File: src/rtl/piso_tx_defs.vh
// State encodings for the piso_tx frame FSM, shared by the RTL and the bench.
`ifndef PISO_TX_DEFS_VH
`define PISO_TX_DEFS_VH
localparam logic [2:0] ST_IDLE   = 3'd0;
localparam logic [2:0] ST_START  = 3'd1;
localparam logic [2:0] ST_DATA   = 3'd2;
localparam logic [2:0] ST_PARITY = 3'd3;
localparam logic [2:0] ST_STOP   = 3'd4;
`endif

File: src/rtl/piso_tx_pkg.sv
// Shared types and helpers for the piso_tx serial transmitter.
package piso_tx_pkg;

  `include "piso_tx_defs.vh"

  typedef enum logic [2:0] {
    IDLE   = ST_IDLE,
    START  = ST_START,
    DATA   = ST_DATA,
    PARITY = ST_PARITY,
    STOP   = ST_STOP
  } state_e;

  // Bit-counter width; a one-bit frame still needs a one-bit counter.
  function automatic int cntWidth(input int width);
    return (width > 1) ? $clog2(width) : 1;
  endfunction

endpackage

File: src/rtl/piso_tx_if.sv
// Parallel-load / serial-out bus between a frame source and piso_tx.
interface piso_tx_if #(
  parameter int WIDTH = 4
) ();

  logic             ce;
  logic             load;
  logic [WIDTH-1:0] d;
  logic             sdo;
  logic             busy;
  logic             done;

  modport master (
    output ce, load, d,
    input  sdo, busy, done
  );

  modport slave (
    input  ce, load, d,
    output sdo, busy, done
  );

endinterface

File: src/rtl/piso_tx_bit_cnt.sv
// Data-bit counter for piso_tx: synchronous clear at frame start, counts enabled bits.
module bit_cnt
  import piso_tx_pkg::*;
#(
  parameter int WIDTH = 4
) (
  input  logic                          clk,
  input  logic                          clr_n,
  input  logic                          clr_sync,
  input  logic                          en,
  output logic [cntWidth(WIDTH)-1:0]    cnt
);

  localparam int CW = cntWidth(WIDTH);

  // Counter register: async clear, sync clear has priority over counting.
  always_ff @(posedge clk or negedge clr_n) begin
    if (!clr_n) begin
      cnt <= '0;
    end else if (clr_sync) begin
      cnt <= '0;
    end else if (en) begin
      cnt <= cnt + CW'(1);
    end
  end

endmodule

File: src/rtl/piso_tx.sv
// Serial frame transmitter: start(0), WIDTH data bits LSB first, even parity, stop(1).
module piso_tx
  import piso_tx_pkg::*;
#(
  parameter int WIDTH = 4
) (
  input  logic      clk,
  input  logic      clr_n,
  piso_tx_if.slave  bus
);

  localparam int CW = cntWidth(WIDTH);

  state_e           r_state;
  state_e           w_nextState;
  logic [WIDTH-1:0] r_shift;
  logic [WIDTH-1:0] w_nextShift;
  logic             r_parity;
  logic             w_nextParity;
  logic             r_sdo;
  logic             w_nextSdo;
  logic             r_busy;
  logic             w_nextBusy;
  logic             r_done;
  logic             w_nextDone;
  logic             w_cntClr;
  logic             w_cntEn;
  logic             w_lastBit;
  logic [CW-1:0]    w_cnt;

  bit_cnt #(
    .WIDTH    (WIDTH)
  ) u_cnt (
    .clk      (clk),
    .clr_n    (clr_n),
    .clr_sync (w_cntClr),
    .en       (w_cntEn),
    .cnt      (w_cnt)
  );

  assign w_lastBit = (w_cnt == CW'(WIDTH - 1));

  assign bus.sdo  = r_sdo;
  assign bus.busy = r_busy;
  assign bus.done = r_done;

  // FSM state register.
  always_ff @(posedge clk or negedge clr_n) begin
    if (!clr_n) begin
      r_state <= IDLE;
    end else begin
      r_state <= w_nextState;
    end
  end

  // Next state, datapath updates and the output values for the next cycle.
  always_comb begin
    w_nextState  = r_state;
    w_nextShift  = r_shift;
    w_nextParity = r_parity;
    w_nextDone   = 1'b0;
    w_cntClr     = 1'b0;
    w_cntEn      = 1'b0;
    w_nextSdo    = 1'b1;
    w_nextBusy   = 1'b0;

    case (r_state)
      IDLE: begin
        if (bus.load) begin
          w_nextState  = START;
          w_nextShift  = bus.d;
          w_nextParity = ^bus.d;
          w_cntClr     = 1'b1;
        end
      end
      START: begin
        if (bus.ce) begin
          w_nextState = DATA;
        end
      end
      DATA: begin
        if (bus.ce) begin
          w_nextShift = r_shift >> 1;
          w_cntEn     = !w_lastBit;
          if (w_lastBit) begin
            w_nextState = PARITY;
          end
        end
      end
      PARITY: begin
        if (bus.ce) begin
          w_nextState = STOP;
        end
      end
      STOP: begin
        if (bus.ce) begin
          w_nextState = IDLE;
          w_nextDone  = 1'b1;
        end
      end
      default: begin
        w_nextState = IDLE;
      end
    endcase

    w_nextBusy = (w_nextState != IDLE);

    case (w_nextState)
      START:   w_nextSdo = 1'b0;
      DATA:    w_nextSdo = w_nextShift[0];
      PARITY:  w_nextSdo = w_nextParity;
      default: w_nextSdo = 1'b1;
    endcase
  end

  // Shift register, parity and registered outputs.
  always_ff @(posedge clk or negedge clr_n) begin
    if (!clr_n) begin
      r_shift  <= '0;
      r_parity <= 1'b0;
      r_sdo    <= 1'b1;
      r_busy   <= 1'b0;
      r_done   <= 1'b0;
    end else begin
      r_shift  <= w_nextShift;
      r_parity <= w_nextParity;
      r_sdo    <= w_nextSdo;
      r_busy   <= w_nextBusy;
      r_done   <= w_nextDone;
    end
  end

endmodule

File: src/flat_wrapper.sv
// flat-port wrapper written by rule: the top's interface ports become plain ports
module piso_tx_flat import piso_tx_pkg::*;
#(
  parameter int WIDTH = 4
)
  (clk, clr_n, bus_ce, bus_load, bus_d, bus_sdo, bus_busy, bus_done);
  piso_tx_if #(.WIDTH(WIDTH)) bus_i ();
  input  logic clk;
  input  logic clr_n;
  input wire logic [$bits(bus_i.ce)-1:0] bus_ce;
  input wire logic [$bits(bus_i.load)-1:0] bus_load;
  input wire logic [$bits(bus_i.d)-1:0] bus_d;
  output wire logic [$bits(bus_i.sdo)-1:0] bus_sdo;
  output wire logic [$bits(bus_i.busy)-1:0] bus_busy;
  output wire logic [$bits(bus_i.done)-1:0] bus_done;
  assign bus_i.ce = bus_ce;
  assign bus_i.load = bus_load;
  assign bus_i.d = bus_d;
  assign bus_sdo = bus_i.sdo;
  assign bus_busy = bus_i.busy;
  assign bus_done = bus_i.done;
  piso_tx #(.WIDTH(WIDTH)) u_core (.clk(clk), .clr_n(clr_n), .bus(bus_i));
endmodule
File: config.mk
export PLATFORM = sky130hd
export DESIGN_NAME = piso_tx_flat
export DESIGN_NICKNAME = d
export VERILOG_FILES = /design/src/rtl/piso_tx_pkg.sv /design/src/rtl/piso_tx_if.sv /design/src/rtl/piso_tx_bit_cnt.sv /design/src/rtl/piso_tx.sv /design/src/flat_wrapper.sv
export VERILOG_INCLUDE_DIRS = /design/src /design/src/rtl
export SDC_FILE = /design/constraint.sdc
export NUM_CORES = 1
export LEC_CHECK = 0
export ABC_CLOCK_PERIOD_IN_PS = 1600
export CORE_MARGIN = 1
export CORE_UTILIZATION = 40
export CTS_CLUSTER_DIAMETER = 30
export CTS_CLUSTER_SIZE = 8
export DETAILED_ROUTE_END_ITERATION = 6
export PLACE_DENSITY = 0.71
export SLEW_MARGIN = 20
export SYNTH_ARGS = -nofsm -noshare
export SYNTH_HDL_FRONTEND = slang
export SYNTH_SLANG_ARGS = --single-unit
File: constraint.sdc
create_clock -name clk -period 1.6 [get_ports clk]
set_input_delay 0.16 -clock clk [delete_from_list [all_inputs] [get_ports clk]]
set_output_delay 0.16 -clock clk [all_outputs]
set_load 0.02 [all_outputs]
==> report_table.html, run 1 <==
<table>
<tr><th>Metric</th><th>Value</th></tr>
<tr><th colspan="2">STA</th></tr>
<tr><td>Rel. slew slack</td><td>60.9%</td></tr>
<tr><td>Final hold viol count</td><td>0</td></tr>
<tr><td>Number of max-slew violations in the final report</td><td>0</td></tr>
<tr><td>Unrepaired setup endpoints after global routing</td><td>false</td></tr>
<tr><td>Shortest period the worst path allows</td><td>1540 ps</td></tr>
<tr><td>Final Cycle Share</td><td>96.3%</td></tr>
<tr><td>Worst-margin pin slew</td><td>584 ps</td></tr>
<tr><td>Max Freq</td><td>649 MHz</td></tr>
<tr><td>Setup violators final</td><td>0</td></tr>
<tr><td>Largest clock skew in the final design</td><td>1.75 ps</td></tr>
<tr><td>WHS</td><td>253 ps</td></tr>
<tr><th colspan="2">Synth</th></tr>
<tr><td>Mean cell area of the mapped netlist</td><td>11.4 µm²</td></tr>
<tr><td>Number of distinct library cells after synthesis</td><td>28</td></tr>
<tr><td>Prevailing post-synth register cell</td><td>dfrtp_1</td></tr>
<tr><td>EDFF count, synth</td><td>0</td></tr>
<tr><td>Synth async-reset ratio</td><td>100%</td></tr>
<tr><td>Cell area after synthesis</td><td>662 µm²</td></tr>
<tr><td>Synthesized instance count</td><td>58</td></tr>
<tr><td>Proportion of synthesized chip area in sequential cells</td><td>49.3%</td></tr>
<tr><td>Post-synth net total</td><td>67</td></tr>
<tr><td>Synth warnings</td><td>0</td></tr>
<tr><td>Yosys reg bits</td><td>13</td></tr>
<tr><th colspan="2">Place</th></tr>
<tr><td>Count of port buffers added during placement</td><td>10</td></tr>
<tr><td>Post-DP HPWL</td><td>818 µm</td></tr>
<tr><td>Number of instances in the placed design</td><td>85</td></tr>
<tr><td>Routability congestion estimate from global placement</td><td>0.698</td></tr>
<tr><th colspan="2">Critical path</th></tr>
<tr><td>Critical path required time</td><td>1440 ps</td></tr>
<tr><td>Worst setup EP type</td><td>output pin</td></tr>
<tr><td>WP data arrival</td><td>1380 ps</td></tr>
<tr><td>Startpoint type of the worst setup path</td><td>register</td></tr>
<tr><td>Crit-path slowest cell</td><td>clkdlybuf4s50_1</td></tr>
<tr><td>CP max FO</td><td>1</td></tr>
<tr><td>CP bufs+invs</td><td>1</td></tr>
<tr><td>Critical path's top delay family</td><td>buffers and inverters</td></tr>
<tr><td>Ordered list of cells on the worst path</td><td>clkdlybuf4s50_1</td></tr>
<tr><td>Crit Path Class</td><td>reg -&gt; out</td></tr>
<tr><td>CP max stage delay</td><td>590 ps</td></tr>
<tr><th colspan="2">Global route</th></tr>
<tr><td>Total global-route track usage</td><td>15.1%</td></tr>
<tr><td>Pin count of the biggest net entering global routing</td><td>14</td></tr>
<tr><td>Congestion Overflow GR</td><td>0</td></tr>
<tr><td>Via count of the first global-routing pass</td><td>483</td></tr>
<tr><td>Antenna violations before repair</td><td>0</td></tr>
<tr><td>Global-route wire length before repair</td><td>2010 µm</td></tr>
<tr><th colspan="2">Power and ir drop</th></tr>
<tr><td>Largest vdd supply drop</td><td>731 µV</td></tr>
<tr><td>Power density over the cells</td><td>1760 mW/mm²</td></tr>
<tr><td>Leak pwr</td><td>0.364 nW</td></tr>
<tr><th colspan="2">Die</th></tr>
<tr><td>Die ar.</td><td>0.00182 mm²</td></tr>
<tr><td>Number of top-level pins</td><td>11</td></tr>
<tr><td>Vertical extent of the die</td><td>42.7 µm</td></tr>
<tr><td>Width of the die</td><td>42.7 µm</td></tr>
<tr><td>Area inside the core boundary</td><td>0.00152 mm²</td></tr>
<tr><td>Starting utilization of the core area</td><td>43.4%</td></tr>
<tr><td>Site row count</td><td>14</td></tr>
<tr><th colspan="2">Run</th></tr>
<tr><td>Max-cap violations</td><td>0</td></tr>
<tr><th colspan="2">Clock network</th></tr>
<tr><td>Cts hold-fix bufs</td><td>0</td></tr>
<tr><td>TritonCTS clock tree</td><td>yes</td></tr>
<tr><td>CTS HTree Levels</td><td>1</td></tr>
<tr><td>Maximum number of buffers from clock root to sink</td><td>2</td></tr>
<tr><td>Post-CTS sizing</td><td>0</td></tr>
<tr><td>Clk sink count</td><td>13</td></tr>
<tr><td>Clock latency reported for the late side of the worst-skew pair</td><td>280 ps</td></tr>
<tr><td>Post-CTS setup repair buffer count</td><td>0</td></tr>
<tr><td>Clock slew at the register clock pins of the worst setup and hold paths</td><td>70 ps</td></tr>
<tr><td>Buffer cell driving the clock tree root</td><td>clkbuf_4</td></tr>
<tr><td>Inserted Clock Buffers</td><td>3</td></tr>
<tr><th colspan="2">Drt</th></tr>
<tr><td>Routed wire per std cell</td><td>12.3 µm</td></tr>
<tr><td>Total number of vias</td><td>476</td></tr>
<tr><td>DR vias/cell</td><td>5.35</td></tr>
<tr><td>Drt first pass iters</td><td>4</td></tr>
<tr><td>DRC violations left</td><td>0</td></tr>
<tr><td>Final wirelength</td><td>1100 µm</td></tr>
<tr><td>First DRT Iteration DRCs</td><td>7</td></tr>
<tr><td>Antenna-violating nets left</td><td>0</td></tr>
<tr><th colspan="2">Final layout</th></tr>
<tr><td>Antenna Diode Count</td><td>0</td></tr>
<tr><td>Sequential cell area</td><td>327 µm²</td></tr>
<tr><td>Filler cell count</td><td>154</td></tr>
<tr><td>Synthesis-to-layout area growth</td><td>21.9%</td></tr>
<tr><td>Fraction of final layout cells with drive strength greater than 1</td><td>20.5%</td></tr>
<tr><td># nets final</td><td>83</td></tr>
<tr><td>Finished Layout Cells</td><td>89</td></tr>
<tr><td>Area of combinational cells with multiple inputs</td><td>293 µm²</td></tr>
<tr><th colspan="2">Hold path</th></tr>
<tr><td>Type of the tightest min-delay check</td><td>in -&gt; async</td></tr>
<tr><th colspan="2">Outcome</th></tr>
<tr><td>Outcome</td><td>complete, no violations</td></tr>
</table>
-- cells in the final DEF, fill, tap and decap left out, drive strengths merged --
cell type / netlist / routed
nor2: 5 / 5
nand3: 1 / 1
inv: 1 / 1
a21o: 2 / 2
buf: 4 / 5
and3: 1 / 1
a221oi: 1 / 1
o21ai: 1 / 1
dfrtp: 12 / 12
dfstp: 1 / 1
a21bo: 1 / 1
a21oi: 3 / 3
nand4b: 1 / 1
clkbuf: 0 / 4
nand3b: 2 / 2
nand2: 7 / 7
a2bb2oi: 1 / 1
mux2i: 1 / 1
xnor2: 4 / 4
nor4b: 1 / 1
ha: 1 / 1
a22o: 2 / 2
a22oi: 2 / 2
and4bb: 1 / 1
and2b: 1 / 1
or3: 1 / 1
clkdlybuf4s50: 0 / 10
-- metal layers --
layer | global-route usage, % | vias to the layer above | routed length, µm
li1 | - | 235 | -
met2 | 24.2 | 14 | 529
met4 | 3.75 | 0 | 8
met5 | 0 | - | 0
met1 | 17.5 | 224 | 481
met3 | 8.09 | 3 | 78
-- final cells by class --
| type | count | share of cell area (%) |
|---|---|---|
| clock buffers | 4 | 3.26 |
| inverters | 1 | 0.465 |
| multi-input cells | 40 | 36.3 |
| repair buffers | 15 | 17.1 |
| well taps | 16 | 2.48 |
| flip-flops and latches | 13 | 40.5 |
-- flip-flops by register name (all words and copies together), names as in the netlist --
| signal | count |
|---|---|
| u_core.r_state | 3 |
| u_core.bus.done | 1 |
| u_core.bus.busy | 1 |
| u_core.u_cnt.cnt | 2 |
| u_core.bus.sdo | 1 |
| u_core.r_parity | 1 |
| u_core.r_shift | 4 |
-- worst paths after layout --
kind                       cells after the start              start  slack [ps]                end
min                                            1              clr_n         250    u_core.r_parity
min in group clk                               2  u_core.r_shift[2]         470  u_core.r_shift[2]
min reg2reg                                    2  u_core.r_shift[2]         470  u_core.r_shift[2]
max reg2reg                                    4  u_core.r_state[0]         130     u_core.bus.sdo
max                                            1     u_core.bus.sdo          60            bus_sdo
max in group asynchronous                      1              clr_n         970  u_core.r_state[0]
-- kinds of logic after synthesis --
family | after synthesis | share of synthesized area (%)
AOI/OAI and AO/OA | 13 | 15.5
buffers and inverters | 5 | 6.43
and+or+nand+nor | 21 | 20.0
DFF | 13 | 49.3
muxes | 1 | 1.51
xor gates and xnor gates | 4 | 5.29
adders and majority gates | 1 | 1.89
-- synthesized netlist by cell type, types with 2 or more instances --
library cell	instances	area share, %
dfrtp_1	12	45
xnor2_1	4	5.3
nand2_1	7	4.0
a21oi_1	3	2.3
nand3b_1	2	2.3
buf_6	3	5.1
nor2_1	4	2.3
a22oi_1	2	2.3
a21o_1	2	2.3
-- report_power, final --
| group | switching (mW) | internal, mW | total, mW |
|---|---|---|---|
| clock | 0.101 | 0.0968 | 0.198 |
| sequential | 0.135 | 0.477 | 0.612 |
| combinational | 0.265 | 0.349 | 0.613 |
-- per-stage QoR --
stage	cell area [µm²]	total power [mW]	setup TNS (ps)	util (%)	setup slack [ps]
3_3_place_gp	781	1.22	-30.9	51.2	-21.5
3_5_place_dp	781	1.24	-86.8	51.2	-48.1
6_report	807	1.42	0	53.0	58.9
5_1_grt	807	1.52	0	53.0	1.15
4_1_cts	807	1.44	0	53.0	41.4
2_1_floorplan	662	1.06	0	-	148
(Power assumes the default switching activity.)
==> inputs of run 2 (changes only) <==
--- a/config.mk
+++ b/config.mk
@@ -6,7 +6,7 @@
 export SDC_FILE = /design/constraint.sdc
 export NUM_CORES = 1
 export LEC_CHECK = 0
-export ABC_CLOCK_PERIOD_IN_PS = 1600
+export ABC_CLOCK_PERIOD_IN_PS = 1700
 export CORE_MARGIN = 1
 export CORE_UTILIZATION = 40
 export CTS_CLUSTER_DIAMETER = 30
==> constraint.sdc (replaced) <==
create_clock -name clk -period 1.7 [get_ports clk]
set_input_delay 0.17 -clock clk [delete_from_list [all_inputs] [get_ports clk]]
set_output_delay 0.17 -clock clk [all_outputs]
set_load 0.02 [all_outputs]
==> run 2 against run 1 <==
Clock skew grew 2.2 ps. Worst hold slack gained 10 ps. Sequential cell count is the same. Global-route usage shrank 0.36 points. Final area shrank 1.9%. Clock power shrank 6%. Setup slack gained 100 ps. Utilization shrank 0.99 points. Routed wire length grew 0.18%. Clock-buffer cell count is the same. Die area is the same. Largest power group is now registers. Highest routed layer is now met3.
==> report_table.html, run 2 (synthesized netlist as in run 1, its figures left out) <==
<table>
<tr><th>Metric</th><th>Value</th></tr>
<tr><th colspan="2">Global route</th></tr>
<tr><td>Pin count of the biggest net entering global routing</td><td>14 (unchanged)</td></tr>
<tr><td>Global-route track usage on met3</td><td>6.38% (was 8.09%)</td></tr>
<tr><td>Antenna violations before repair</td><td>0 (unchanged)</td></tr>
<tr><td>Total global-route track usage</td><td>14.7% (was 15.1%)</td></tr>
<tr><td>Global-route wire length before repair</td><td>1930 µm (was 2010 µm)</td></tr>
<tr><td>Most crowded layer after global routing</td><td>met2 (unchanged)</td></tr>
<tr><td>Congestion Overflow GR</td><td>0 (unchanged)</td></tr>
<tr><td>Routing usage on met2</td><td>24.2% (unchanged)</td></tr>
<tr><td>Fraction of met1 tracks used by global routing</td><td>17.5% (unchanged)</td></tr>
<tr><td>Via count of the first global-routing pass</td><td>474 (was 483)</td></tr>
<tr><th colspan="2">STA</th></tr>
<tr><td>Final Cycle Share</td><td>90.7%</td></tr>
<tr><td>Shortest period the worst path allows</td><td>1540 ps</td></tr>
<tr><td>Worst-margin pin slew</td><td>578 ps (was 584 ps)</td></tr>
<tr><td>Final hold viol count</td><td>0 (unchanged)</td></tr>
<tr><td>WHS</td><td>263 ps (was 253 ps)</td></tr>
<tr><td>Setup violators final</td><td>0 (unchanged)</td></tr>
<tr><td>Setup TNS</td><td>0 ps (unchanged)</td></tr>
<tr><td>Largest clock skew in the final design</td><td>3.94 ps (was 1.75 ps)</td></tr>
<tr><td>Unrepaired setup endpoints after global routing</td><td>false (unchanged)</td></tr>
<tr><td>Rel. slew slack</td><td>61.3% (was 60.9%)</td></tr>
<tr><td>Max Freq</td><td>649 MHz</td></tr>
<tr><td>Number of max-slew violations in the final report</td><td>0 (unchanged)</td></tr>
<tr><th colspan="2">Final layout</th></tr>
<tr><td>Synthesis-to-layout area growth</td><td>19.7% (was 21.9%)</td></tr>
<tr><td>Sequential cell area</td><td>327 µm² (unchanged)</td></tr>
<tr><td>Leading cell types in the layout, fill and taps excluded</td><td>dfrtp_1, clkdlybuf4s50_1, nand2_1 (unchanged)</td></tr>
<tr><td># nets final</td><td>81 (was 83)</td></tr>
<tr><td>Fraction of final layout cells with drive strength greater than 1</td><td>18.3% (was 20.5%)</td></tr>
<tr><td>Area of combinational cells with multiple inputs</td><td>293 µm² (unchanged)</td></tr>
<tr><td>Most common library cell in the layout ignoring fill and taps</td><td>dfrtp_1 (unchanged)</td></tr>
<tr><td>Max reg flops</td><td>4 (unchanged)</td></tr>
<tr><td>Largest registers</td><td>u_core.r_shift x4, u_core.r_state x3, u_core.u_cnt.cnt x2 (unchanged)</td></tr>
<tr><td>Antenna Diode Count</td><td>0 (unchanged)</td></tr>
<tr><td>Filler cell count</td><td>148 (was 154)</td></tr>
<tr><td>Largest register by flop count</td><td>u_core.r_shift (unchanged)</td></tr>
<tr><th colspan="2">Critical path</th></tr>
<tr><td>Critical path's top delay family</td><td>buffers and inverters (unchanged)</td></tr>
<tr><td>CP max FO</td><td>1 (unchanged)</td></tr>
<tr><td>CP max stage delay</td><td>590 ps (about the same)</td></tr>
<tr><td>Worst R2R Start</td><td>u_core.r_state[0] (unchanged)</td></tr>
<tr><td>WP data arrival</td><td>1370 ps (was 1380 ps)</td></tr>
<tr><td>Worst setup EP type</td><td>output pin (unchanged)</td></tr>
<tr><td>Startpoint type of the worst setup path</td><td>register (unchanged)</td></tr>
<tr><td>Crit-path slowest cell</td><td>clkdlybuf4s50_1 (unchanged)</td></tr>
<tr><td>Ordered list of cells on the worst path</td><td>clkdlybuf4s50_1 (unchanged)</td></tr>
<tr><td>Critical path required time</td><td>1530 ps (was 1440 ps)</td></tr>
<tr><td>RR Endpoint</td><td>u_core.bus.sdo (unchanged)</td></tr>
<tr><td>Register-to-register path setup slack</td><td>240 ps (was 130 ps)</td></tr>
<tr><td>CP bufs+invs</td><td>1 (unchanged)</td></tr>
<tr><td>Number of cells traversed by the worst register-to-register path</td><td>4 (unchanged)</td></tr>
<tr><td>Crit Path Class</td><td>reg -&gt; out (unchanged)</td></tr>
<tr><td>Cell count along the critical path</td><td>1 (unchanged)</td></tr>
<tr><th colspan="2">Power and ir drop</th></tr>
<tr><td>Leak pwr</td><td>0.354 nW (was 0.364 nW)</td></tr>
<tr><td>Largest vdd supply drop</td><td>747 µV (was 731 µV)</td></tr>
<tr><td>Power density over the cells</td><td>1640 mW/mm² (was 1760 mW/mm²)</td></tr>
<tr><th colspan="2">Drt</th></tr>
<tr><td>Total number of vias</td><td>469 (was 476)</td></tr>
<tr><td>DR vias/cell</td><td>5.39 (was 5.35)</td></tr>
<tr><td>First DRT Iteration DRCs</td><td>16 (was 7)</td></tr>
<tr><td>DRC violations left</td><td>0 (unchanged)</td></tr>
<tr><td>Final wirelength</td><td>1100 µm (about the same)</td></tr>
<tr><td>Drt first pass iters</td><td>4 (unchanged)</td></tr>
<tr><td>Antenna-violating nets left</td><td>0 (unchanged)</td></tr>
<tr><td>Routed wire per std cell</td><td>12.6 µm (was 12.3 µm)</td></tr>
<tr><th colspan="2">Clock network</th></tr>
<tr><td>Clk sink count</td><td>13 (unchanged)</td></tr>
<tr><td>TritonCTS clock tree</td><td>yes (unchanged)</td></tr>
<tr><td>Cts hold-fix bufs</td><td>0 (unchanged)</td></tr>
<tr><td>Maximum number of buffers from clock root to sink</td><td>2 (unchanged)</td></tr>
<tr><td>Clock slew at the register clock pins of the worst setup and hold paths</td><td>80 ps (was 70 ps)</td></tr>
<tr><td>Post-CTS sizing</td><td>0 (unchanged)</td></tr>
<tr><td>CTS HTree Levels</td><td>1 (unchanged)</td></tr>
<tr><td>Inserted Clock Buffers</td><td>3 (unchanged)</td></tr>
<tr><td>Buffer cell driving the clock tree root</td><td>clkbuf_4 (unchanged)</td></tr>
<tr><td>Clock latency reported for the late side of the worst-skew pair</td><td>270 ps (was 280 ps)</td></tr>
<tr><td>Post-CTS setup repair buffer count</td><td>0 (unchanged)</td></tr>
<tr><th colspan="2">Outcome</th></tr>
<tr><td>Outcome</td><td>complete, no violations (unchanged)</td></tr>
<tr><th colspan="2">Place</th></tr>
<tr><td>Routability congestion estimate from global placement</td><td>0.699 (was 0.698)</td></tr>
<tr><td>Count of port buffers added during placement</td><td>10 (unchanged)</td></tr>
<tr><td>Post-DP HPWL</td><td>831 µm (was 818 µm)</td></tr>
<tr><th colspan="2">Hold path</th></tr>
<tr><td>Type of the tightest min-delay check</td><td>in -&gt; async (unchanged)</td></tr>
<tr><th colspan="2">Run</th></tr>
<tr><td>Max-cap violations</td><td>0 (unchanged)</td></tr>
<tr><th colspan="2">Die</th></tr>
<tr><td>Die ar.</td><td>0.00182 mm² (unchanged)</td></tr>
<tr><td>Vertical extent of the die</td><td>42.7 µm (unchanged)</td></tr>
<tr><td>Area inside the core boundary</td><td>0.00152 mm² (unchanged)</td></tr>
<tr><td>Starting utilization of the core area</td><td>43.4% (unchanged)</td></tr>
<tr><td>Number of top-level pins</td><td>11 (unchanged)</td></tr>
<tr><td>Site row count</td><td>14 (unchanged)</td></tr>
<tr><td>Width of the die</td><td>42.7 µm (unchanged)</td></tr>
</table>
## run 2: worst max path at each step
stage | from | endpoint | slack (ps)
4_1_cts | u_core.bus.sdo | bus_sdo | 150
6_report | u_core.bus.sdo | bus_sdo | 160
3_3_place_gp | bus_ce | u_core.u_cnt.cnt[1] | 110
3_5_place_dp | bus_ce | u_core.bus.sdo | 70
2_1_floorplan | u_core.r_state[1] | u_core.bus.sdo | 250
5_1_grt | u_core.bus.sdo | bus_sdo | 130
## run 2: cell type report
| type | instances | share of cell area (%) |
|---|---|---|
| clock buffers | 4 | 3.32 |
| inverters | 1 | 0.474 |
| multi-input cells | 40 | 37.0 |
| flip-flops and latches | 13 | 41.2 |
| well taps | 16 | 2.53 |
| repair buffers | 13 | 15.5 |
## run 2: per-stage QoR
step	instance area (µm²)	utilization (%)	setup slack, ps	instances	power [mW]
5_1_grt	792	52.0	130	87	1.40
6_report	792	52.0	159	87	1.30
4_1_cts	792	52.0	149	87	1.32
3_3_place_gp	766	50.2	107	83	1.11
3_5_place_dp	766	50.2	67.4	83	1.13
2_1_floorplan	662	-	248	58	1.00
## run 2: report_power, final
part / switching [mW] / total [mW] / leakage (nW) / internal (mW)
Clock: 0.0951 / 0.186 / 0.0150 / 0.0909
Combinational: 0.245 / 0.546 / 0.178 / 0.300
Sequential: 0.121 / 0.571 / 0.161 / 0.449
## run 2: metal layers
metal | part of all wire (%) | up-vias
met1 | 44 | 224
met4 | 0 | 0
met2 | 50 | 14
li1 | - | 231
met3 | 6.0 | 0
met5 | 0 | -
